**config.mk**
```make
export PLATFORM = sky130hd
export DESIGN_NAME = hs32_execute
export DESIGN_NICKNAME = d
export VERILOG_FILES = /design/src/rtl/hs32_execute.sv
export SDC_FILE = /design/constraint.sdc
export NUM_CORES = 1
export LEC_CHECK = 0
export ABC_AREA = 1
export CAP_MARGIN = 20
export CORE_MARGIN = 5
export CORE_UTILIZATION = 51
export CTS_CLUSTER_SIZE = 20
export DETAILED_ROUTE_END_ITERATION = 12
export PLACE_DENSITY = 0.87
export SYNTH_ARGS = -nofsm -noshare
export SYNTH_HDL_FRONTEND = slang
export SYNTH_SLANG_ARGS = --single-unit
```
**constraint.sdc**
```tcl
create_clock -name clk -period 4.9 [get_ports clk]
set_input_delay 0.98 -clock clk [delete_from_list [all_inputs] [get_ports clk]]
set_output_delay 0.98 -clock clk [all_outputs]
set_load 0.01 [all_outputs]
```
**src/rtl/hs32_execute.sv**
```systemverilog
// HS32 stage-3 execute: ALU with NZCV flags, registered result slot for writeback.
// Define HS32_EX_MUL_EN to include the iterative radix-2 multiplier.
package hs32_pkg;
    typedef struct packed {
        logic       neg;
        logic       sub;
        logic       cen;
        logic [1:0] opr;
        logic       fwe;
    } hs32_aluctl;

    typedef struct packed {
        logic [31:0] d1;
        logic [31:0] d2;
        logic [3:0]  rd;
        logic        we1;
        logic        we2;
        hs32_aluctl  ctl;
    } hs32_s2pkt;

    typedef struct packed {
        logic [31:0] res;
        logic [3:0]  rd;
        logic        we1;
        logic        we2;
    } hs32_s3pkt;
endpackage

module hs32_execute
    import hs32_pkg::*;
(
    input  logic       clk,
    input  logic       reset,
    input  logic       valid_i,
    output logic       ready_o,
    input  hs32_s2pkt  data_i,
    input  logic       mul_i,
    input  logic       flush_i,
    output logic       valid_o,
    input  logic       ready_i,
    output hs32_s3pkt  data_o,
    output logic [3:0] rd3_o,
    output logic       stl3_o,
    output logic [3:0] flags_o
);
    typedef struct packed {
        logic [31:0] res;
        logic        c;
        logic        v;
    } alu_res_t;

    function automatic alu_res_t alu_eval(input hs32_s2pkt p, input logic c_flag);
        logic [31:0] b;
        logic        cin;
        logic [32:0] sum;
        alu_res_t    r;
        b   = p.ctl.neg ? ~p.d2 : p.d2;
        cin = p.ctl.cen ? c_flag : p.ctl.sub;
        sum = {1'b0, p.d1} + {1'b0, b} + {32'd0, cin};
        r.c = sum[32];
        r.v = (p.d1[31] == b[31]) & (sum[31] != p.d1[31]);
        case (p.ctl.opr)
            2'd0:    r.res = sum[31:0];
            2'd1:    r.res = p.d1 & b;
            2'd2:    r.res = p.d1 | b;
            default: r.res = p.d1 ^ b;
        endcase
        return r;
    endfunction

    // Flag word is {N,Z,C,V}; logical ops keep the previous C and V.
    function automatic logic [3:0] flags_next(input logic [3:0] f, input logic [31:0] res,
                                              input logic arith, input logic c, input logic v);
        return {res[31], res == 32'd0, arith ? c : f[1], arith ? v : f[0]};
    endfunction

    hs32_s3pkt  out_p1;
    logic       vld_p1;
    logic [3:0] flags_p1;

    logic       idle;
    logic       accept;
    logic       alu_acc;
    logic       mul_done;
    logic       mul_fwe;
    hs32_s3pkt  mul_out;
    alu_res_t   alu;

    assign alu     = alu_eval(data_i, flags_p1[1]);
    assign ready_o = idle & (~vld_p1 | ready_i);
    assign accept  = valid_i & ready_o & ~flush_i;

`ifdef HS32_EX_MUL_EN
    typedef enum logic {IDLE, MUL} state_t;

    state_t      state_p0, state_nx;
    logic [31:0] mcand_p0, mplier_p0, acc_p0;
    logic [4:0]  cnt_p0;
    logic [3:0]  mrd_p0;
    logic        mwe1_p0, mwe2_p0, mfwe_p0;
    logic [31:0] acc_step;
    logic        mul_acc;
    logic        mul_step;

    assign idle     = (state_p0 == IDLE);
    assign mul_acc  = accept & mul_i;
    assign alu_acc  = accept & ~mul_i;
    assign acc_step = mplier_p0[0] ? acc_p0 + mcand_p0 : acc_p0;
    assign mul_out  = {acc_step, mrd_p0, mwe1_p0, mwe2_p0};
    assign mul_fwe  = mfwe_p0;

    // The last step waits until the output slot is free so its result is never lost.
    always_comb begin
        state_nx = state_p0;
        mul_step = 1'b0;
        mul_done = 1'b0;
        case (state_p0)
            IDLE: if (mul_acc) state_nx = MUL;
            MUL: begin
                if (cnt_p0 != 5'd0) begin
                    mul_step = 1'b1;
                end else if (~vld_p1 | ready_i) begin
                    mul_step = 1'b1;
                    mul_done = 1'b1;
                    state_nx = IDLE;
                end
            end
            default: state_nx = IDLE;
        endcase
        if (flush_i) begin
            state_nx = IDLE;
            mul_step = 1'b0;
            mul_done = 1'b0;
        end
    end

    always_ff @(posedge clk) begin
        if (reset) state_p0 <= IDLE;
        else       state_p0 <= state_nx;
    end

    // ---- stage p0: multiplier datapath ----
    always_ff @(posedge clk) begin
        if (mul_acc) begin
            mcand_p0  <= data_i.d1;
            mplier_p0 <= data_i.d2;
            acc_p0    <= 32'd0;
            cnt_p0    <= 5'd31;
            mrd_p0    <= data_i.rd;
            mwe1_p0   <= data_i.we1;
            mwe2_p0   <= data_i.we2;
            mfwe_p0   <= data_i.ctl.fwe;
        end else if (mul_step) begin
            acc_p0    <= acc_step;
            mcand_p0  <= {mcand_p0[30:0], 1'b0};
            mplier_p0 <= {1'b0, mplier_p0[31:1]};
            cnt_p0    <= cnt_p0 - 5'd1;
        end
    end
`else
    logic unused_mul;

    assign unused_mul = mul_i;
    assign idle       = 1'b1;
    assign alu_acc    = accept;
    assign mul_done   = 1'b0;
    assign mul_fwe    = 1'b0;
    assign mul_out    = '0;
`endif

    // ---- stage p1: output slot and architectural flags ----
    always_ff @(posedge clk) begin
        if (reset) begin
            vld_p1   <= 1'b0;
            out_p1   <= '0;
            flags_p1 <= 4'd0;
        end else if (flush_i) begin
            vld_p1   <= 1'b0;
        end else if (alu_acc) begin
            vld_p1   <= 1'b1;
            out_p1   <= {alu.res, data_i.rd, data_i.we1, data_i.we2};
            if (data_i.ctl.fwe)
                flags_p1 <= flags_next(flags_p1, alu.res, data_i.ctl.opr == 2'd0, alu.c, alu.v);
        end else if (mul_done) begin
            vld_p1   <= 1'b1;
            out_p1   <= mul_out;
            if (mul_fwe)
                flags_p1 <= flags_next(flags_p1, mul_out.res, 1'b0, 1'b0, 1'b0);
        end else if (vld_p1 & ready_i) begin
            vld_p1   <= 1'b0;
        end
    end

    assign valid_o = vld_p1;
    assign data_o  = out_p1;
    assign rd3_o   = out_p1.rd;
    assign stl3_o  = vld_p1 & out_p1.we1;
    assign flags_o = flags_p1;
endmodule

```
== Word-level counts from Yosys, hierarchy flattened ==
Index checks and enable logic that the tools add are counted.

* Flip-flop bits (word level): 43
* Logic and storage cells: 37
* Input port bits: 82

* Equality and inequality tests: 4
* Multiplexer cells: 5
* Add/sub/neg operators: 2
* Bitwise logic cells: 12
* Reductions and logical operators: 7

{| class="wikitable"
|+ Operator list
! operator !! number
|-
| one-hot mux 32 bit (3 select lines) || 1
|-
| adder 32 x 32 -> 33 bit || 1
|-
| adder 33 x 1 -> 33 bit || 1
|-
| bitwise AND 32 bit || 1
|-
| logical NOT 32 bit || 1
|-
| two-way mux 32 bit || 1
|-
| NOT 32 bit || 1
|-
| OR 32 bit || 1
|-
| bitwise XOR 32 bit || 1
|-
| bitwise AND 1 bit || 5
|-
| AND reduction 4 bit || 1
|-
| two-way mux 1 bit || 3
|-
| AND reduction 3 bit || 1
|-
| == test 2 x 1 -> 1 bit (second input constant) || 1
|-
| == test 2 bit (second input constant) || 1
|-
| logical NOT 2 bit || 1
|-
| NOT 1 bit || 2
|-
| AND reduction 2 bit || 1
|-
| nonzero test 2 bit || 1
|-
| OR reduction 2 bit || 1
|-
| == test 1 bit || 1
|-
| inequality test 1 bit || 1
|-
| OR 1 bit || 1
|}

== Depth between registers and ports, before layout ==
* Depth in word-level cells: 6
* Depth in mapped cells: 24

== Least setup slack after synthesis ==
OpenSTA, ideal clock, no wires.

* Path type: input to register
* Start point: input data_i[5] (netlist bit)
* End point: register flags_p1[2] (netlist: flags_o[2])
* Data arrival time: 3.740 ns
* Required time: 4.829 ns
* Stages: 24
* Slack: 1.090 ns
* Path buffers: 2
* Cells stage by stage: clkbuf_1 -> buf_1 -> xnor2_1 -> inv_1 -> fa_1 -> inv_1 -> fa_1 -> inv_1 -> nand3_1 -> nand2_1 -> nand2_1 -> nand2_1 -> nand2_1 -> nand2_1 -> nand2_1 -> nand3_1 -> nand3_1 -> nor2_1 -> nand2_1 -> nor2_1 -> nand2_1 -> nor2_1 -> nand3_1 -> a21oi_1

* Longest elaborated chain between the ends: 5
* Elaborated cells between the ends (all ways): 8

{| class="wikitable"
|+ Ends and longest elaborated chain
! what !! RTL line !! source
|-
| start: declaration || 36 || <nowiki>input hs32_s2pkt data_i,</nowiki>
|-
| two-way mux 32 bit * || 57 || <nowiki>b = p.ctl.neg ? ~p.d2 : p.d2;</nowiki>
|-
| adder 32 x 32 -> 33 bit || 59 || <nowiki>sum = {1'b0, p.d1} + {1'b0, b} + {32'd0, cin};</nowiki>
|-
| adder 33 x 1 -> 33 bit || 59 ||
|-
| one-hot mux 32 bit (3 select lines) * || 62 || <nowiki>case (p.ctl.opr)</nowiki>
|-
| logical NOT 32 bit * || 74 || <nowiki>return {res[31], res == 32'd0, arith ? c : f[1], arith ? v : f[0]};</nowiki>
|-
| end signal: assignment || 183 || <nowiki>flags_p1 <= flags_next(flags_p1, alu.res, data_i.ctl.opr == 2'd0, alu.c, alu.v);</nowiki>
|-
| end signal: assignment || 188 || <nowiki>flags_p1 <= flags_next(flags_p1, mul_out.res, 1'b0, 1'b0, 1'b0);</nowiki>
|-
| end: declaration || 79 || <nowiki>logic [3:0] flags_p1;</nowiki>
|}

Every way passes the cells marked *; elsewhere a longest branch is shown, timed or not.
A chain may end at the register's enable or synchronous reset.

== Final worst setup path ==
* Start point: input data_i[12] (netlist bit)
* End point: register flags_p1[2] (netlist: flags_o[2])

* Longest elaborated chain between the ends: 6
* Elaborated cells between the ends (all ways): 9

{| class="wikitable"
|+ Ends and longest elaborated chain
! what !! RTL line
|-
| NOT 32 bit || 57
|-
| two-way mux 32 bit * || 57
|-
| adder 32 x 32 -> 33 bit || 59
|-
| adder 33 x 1 -> 33 bit || 59
|-
| one-hot mux 32 bit (3 select lines) * || 62
|-
| logical NOT 32 bit * || 74
|}

Marked as above.

==> results.yml <==
timing:
  setup_tns_ns: 0
  clock.fmax_ghz: 0.2547
  timing.slew.headroom_pct: 31.63
  maxSlewViolCount: 0
  final.setup_skew_ns: 0.005211
  setup_violations: 0
  hold_violations: 0
  fin_crit_sh_pct: 80.11
  layout_min_cycle_time_ns: 3.926
  setup_repair_after_global_routing_missed_its_margin: "false"
  timing_worst_slew_pin_value_ns: 1.022
drt:
  drt.antenna.violating_nets: 0
  detailedRoute.firstPassIterationCount: 5
  num_vias: 6854
  route.detailed.wl_per_inst_um: 13.12
  drt_first_iter_violations: 604
  viasPerCell: 5.092
  route.detailed.drc: 0
  drt_wl_total_um: 17660
critical_path:
  reg2reg_to: "flags_o[2]"
  critPathRequiredTime_ns: 5.10
  setup.reg_to_reg.worst_slack_ns: 1.80
  critical_path_peak_fanout: 4
  type_of_element_launching_the_critical_path: "input pin"
  worst_r2r_startpoint: "flags_o[1]"
  worst_ep_arrival_time_ns: 4.12
  endpoint_kind: "flip-flop"
  ff2ff_path_depth: 22
  crit_type: "input pin to flip-flop"
logic_synthesis:
  ranking_of_synthesized_cells_by_area: "sky130_fd_sc_hd__nand2_1, sky130_fd_sc_hd__inv_1, sky130_fd_sc_hd__dfxtp_1"
  post_synth_instance_area_um2: 6033
  synth.distinct_cells: 30
  synth.yosys.seq_area_share_pct: 14.27
  gate_count_of_the_mapped_netlist: 1091
  synth.top_cell.area_share_pct: 18.54
  synth.largest_area_cell: "sky130_fd_sc_hd__nand2_1"
  synth_nets: 1239
  yosysWarnings: 0
  ys_seq_elements: 43
  synth.avg_cell_area_um2: 5.530
placed_design:
  placed_area_um2: 7400
  post-dp-hpwl_um: 14450
  gp_congestion: 0.9609
  placed_cells_incl_taps: 1338
  io_buffers: 129
final_layout:
  finished_layout_cells: 1346
  final_util_pct: 65.90
  layout-drive-gt1-share_pct: 3.491
  final_area_um2: 7589
  nets: 1350
  insertedDiodeCount: 0
  syn_to_final_growth_pct: 25.78
clocking:
  cts.hold.buffers_added: 0
  cts.htree.levels: 2
  root_buffer_cell: "sky130_fd_sc_hd__clkbuf_16"
  postCtsSetupRepairBufs: 0
  cts_max_path_bufs: 2
  clock_pin_slew_on_the_worst_setup_and_hold_paths_ns: 0.06
  cts_tree: "done"
  cts_resized: 0
  cts_made_buffers: 5
  clkLatencyLatePin_ns: 0.28
  tritoncts_num_sinks: 43
die:
  core_region_area_um2: 11520
  dieArea_um2: 14110
  boundary_pins: 131
  starting_density_pct: 52.39
  chipWidth_um: 118.8
  die-height_um: 118.8
  rows: 39
flow_run:
  max-cap-violations: 0
power:
  power_per_cell_area_nw_per_um2: 217.8
  cellLeakagePower_nw: 4.198
  vdd_drop_max_mv: 0.1380
hold_path:
  worstHoldStart: "flags_o[2]"
  min_path_cells: 2
  min_to: "flags_o[2]"
  hold_class: "flip-flop to flip-flop"
global_routing:
  grt_overflow_total: 0
  first_global_vias: 6400
  antenna_found_initial: 0
  track_usage_pct: 24.81
  pin_count_of_the_biggest_net_entering_global_routing: 32
  grt_first_pass_wirelength_um: 29620
run_status:
  outcome: "completed"
registers in the layout, indices dropped and copies added, names as in the netlist:
register,cells
data_o,34
flags_o,4
rd3_o,4
valid_o,1
report_power, final:
group	switching (mW)	internal (mW)	total, mW
clock network	0.132	0.292	0.424
registers	0.0140	0.374	0.388
logic	0.509	0.332	0.841
per-layer routing:
metal  track usage [%]  up-vias  routed length [µm]
met3             3.725       41                1219
met4             7.820        0                 514
met2             43.23      262                8244
met5                 0        -                   0
met1             31.47     3009                7684
li1                  -     3542                   -
final cells by class:
class,count,area [µm²]
fill,1105,3928
inverter,255,957.2
clock buffer,6,128.9
tap,143,178.9
multi-input combinational,762,4071
timing repair buffer,135,1331
clock inverter,2,60.06
sequential,43,860.8
Yosys cell counts:
cell type,count
sky130_fd_sc_hd__nand2_1,298
sky130_fd_sc_hd__inv_1,249
sky130_fd_sc_hd__nor2_1,128
sky130_fd_sc_hd__nand3_1,76
sky130_fd_sc_hd__ha_1,64
sky130_fd_sc_hd__o21ai_0,44
sky130_fd_sc_hd__dfxtp_1,43
sky130_fd_sc_hd__xnor2_1,32
sky130_fd_sc_hd__a21oi_1,27
sky130_fd_sc_hd__o22ai_1,24
sky130_fd_sc_hd__nand3b_1,13
sky130_fd_sc_hd__clkbuf_1,11
sky130_fd_sc_hd__nand4_1,11
sky130_fd_sc_hd__nand2_2,10
sky130_fd_sc_hd__o211ai_1,10
sky130_fd_sc_hd__buf_1,8
sky130_fd_sc_hd__buf_4,7
sky130_fd_sc_hd__nor2_2,7
sky130_fd_sc_hd__inv_2,6
sky130_fd_sc_hd__nor3_1,6
sky130_fd_sc_hd__buf_2,5
sky130_fd_sc_hd__fa_1,2
sky130_fd_sc_hd__nor3_2,2
sky130_fd_sc_hd__o21bai_1,2
sky130_fd_sc_hd__a211oi_1,1
sky130_fd_sc_hd__a21oi_2,1
sky130_fd_sc_hd__nor3b_2,1
sky130_fd_sc_hd__o21ai_1,1
sky130_fd_sc_hd__o31ai_1,1
sky130_fd_sc_hd__or2_0,1
placed cells by master (no fill, tap or decap):
master,count
sky130_fd_sc_hd__nor2_2,7
sky130_fd_sc_hd__fa_1,2
sky130_fd_sc_hd__clkdlybuf4s50_1,128
sky130_fd_sc_hd__o31ai_1,1
sky130_fd_sc_hd__nand2_2,10
sky130_fd_sc_hd__or2_0,1
sky130_fd_sc_hd__nand3_1,76
sky130_fd_sc_hd__clkbuf_1,1
sky130_fd_sc_hd__nor3_2,3
sky130_fd_sc_hd__o21bai_1,2
sky130_fd_sc_hd__nor3b_2,1
sky130_fd_sc_hd__a211oi_1,1
sky130_fd_sc_hd__a21oi_1,27
sky130_fd_sc_hd__a21oi_2,1
sky130_fd_sc_hd__xnor2_1,32
sky130_fd_sc_hd__o21ai_0,44
sky130_fd_sc_hd__buf_4,6
sky130_fd_sc_hd__o211ai_1,10
sky130_fd_sc_hd__o22ai_1,24
sky130_fd_sc_hd__ha_1,64
sky130_fd_sc_hd__nand3b_1,13
sky130_fd_sc_hd__dfxtp_1,43
sky130_fd_sc_hd__nand4_1,11
sky130_fd_sc_hd__bufinv_16,2
sky130_fd_sc_hd__nor3_1,5
sky130_fd_sc_hd__inv_1,249
sky130_fd_sc_hd__buf_2,1
sky130_fd_sc_hd__nand2_1,298
sky130_fd_sc_hd__nor2_1,128
sky130_fd_sc_hd__o21ai_1,1
sky130_fd_sc_hd__inv_2,6
sky130_fd_sc_hd__clkbuf_16,5
kinds of logic after synthesis:
| group | after synthesis | share of synthesized area [%] |
|---|---|---|
| DFF | 43 | 14.27 |
| xor gates and xnor gates | 32 | 4.645 |
| and+or+nand+nor | 553 | 38.47 |
| AOI/OAI and AO/OA | 111 | 10.35 |
| adders and majority gates | 66 | 13.94 |
| buffers and inverters | 286 | 18.33 |
stage by stage:
stage	power, mW	hold WS (ns)	setup slack [ns]
after global routing	1.780	0.4844	0.7284
after floorplan	0.9522	0.4875	1.090
after detailed placement	1.224	0.4575	0.7644
after CTS	1.649	0.4671	1.032
after global placement	1.207	0.4504	0.8686
final	1.653	0.4654	0.9744
critical path, stage by stage:
cell and delay, ns:
sky130_fd_sc_hd__clkdlybuf4s50_1 0.42, sky130_fd_sc_hd__xnor2_1 0.23, sky130_fd_sc_hd__inv_1 0.11, sky130_fd_sc_hd__fa_1 0.48, sky130_fd_sc_hd__inv_1 0.10, sky130_fd_sc_hd__fa_1 0.18
sky130_fd_sc_hd__inv_1 0.09, sky130_fd_sc_hd__nand3_1 0.07, sky130_fd_sc_hd__nand2_1 0.12, sky130_fd_sc_hd__nand2_1 0.11, sky130_fd_sc_hd__nand2_1 0.12, sky130_fd_sc_hd__nand2_1 0.11
sky130_fd_sc_hd__nand3b_1 0.08, sky130_fd_sc_hd__nand3_1 0.09, sky130_fd_sc_hd__nand3_1 0.16, sky130_fd_sc_hd__nor2_1 0.13, sky130_fd_sc_hd__nand2_1 0.06, sky130_fd_sc_hd__nor2_1 0.12
sky130_fd_sc_hd__nand2_1 0.08, sky130_fd_sc_hd__nor2_1 0.10, sky130_fd_sc_hd__nand3_1 0.08, sky130_fd_sc_hd__a21oi_1 0.11
worst max-delay path by stage:
stage / cells past startpoint / slack (ns) / endpoint / start
6_report: 22 / 0.97 / flags_o[2] / data_i[12]
5_1_grt: 22 / 0.73 / flags_o[2] / data_i[12]
4_1_cts: 22 / 1.03 / flags_o[2] / data_i[12]
3_5_place_dp: 22 / 0.76 / flags_o[2] / data_i[12]
3_3_place_gp: 22 / 0.87 / flags_o[2] / data_i[12]
2_1_floorplan: 24 / 1.09 / flags_o[2] / data_i[5]
Power figures use the tool's default switching activity.
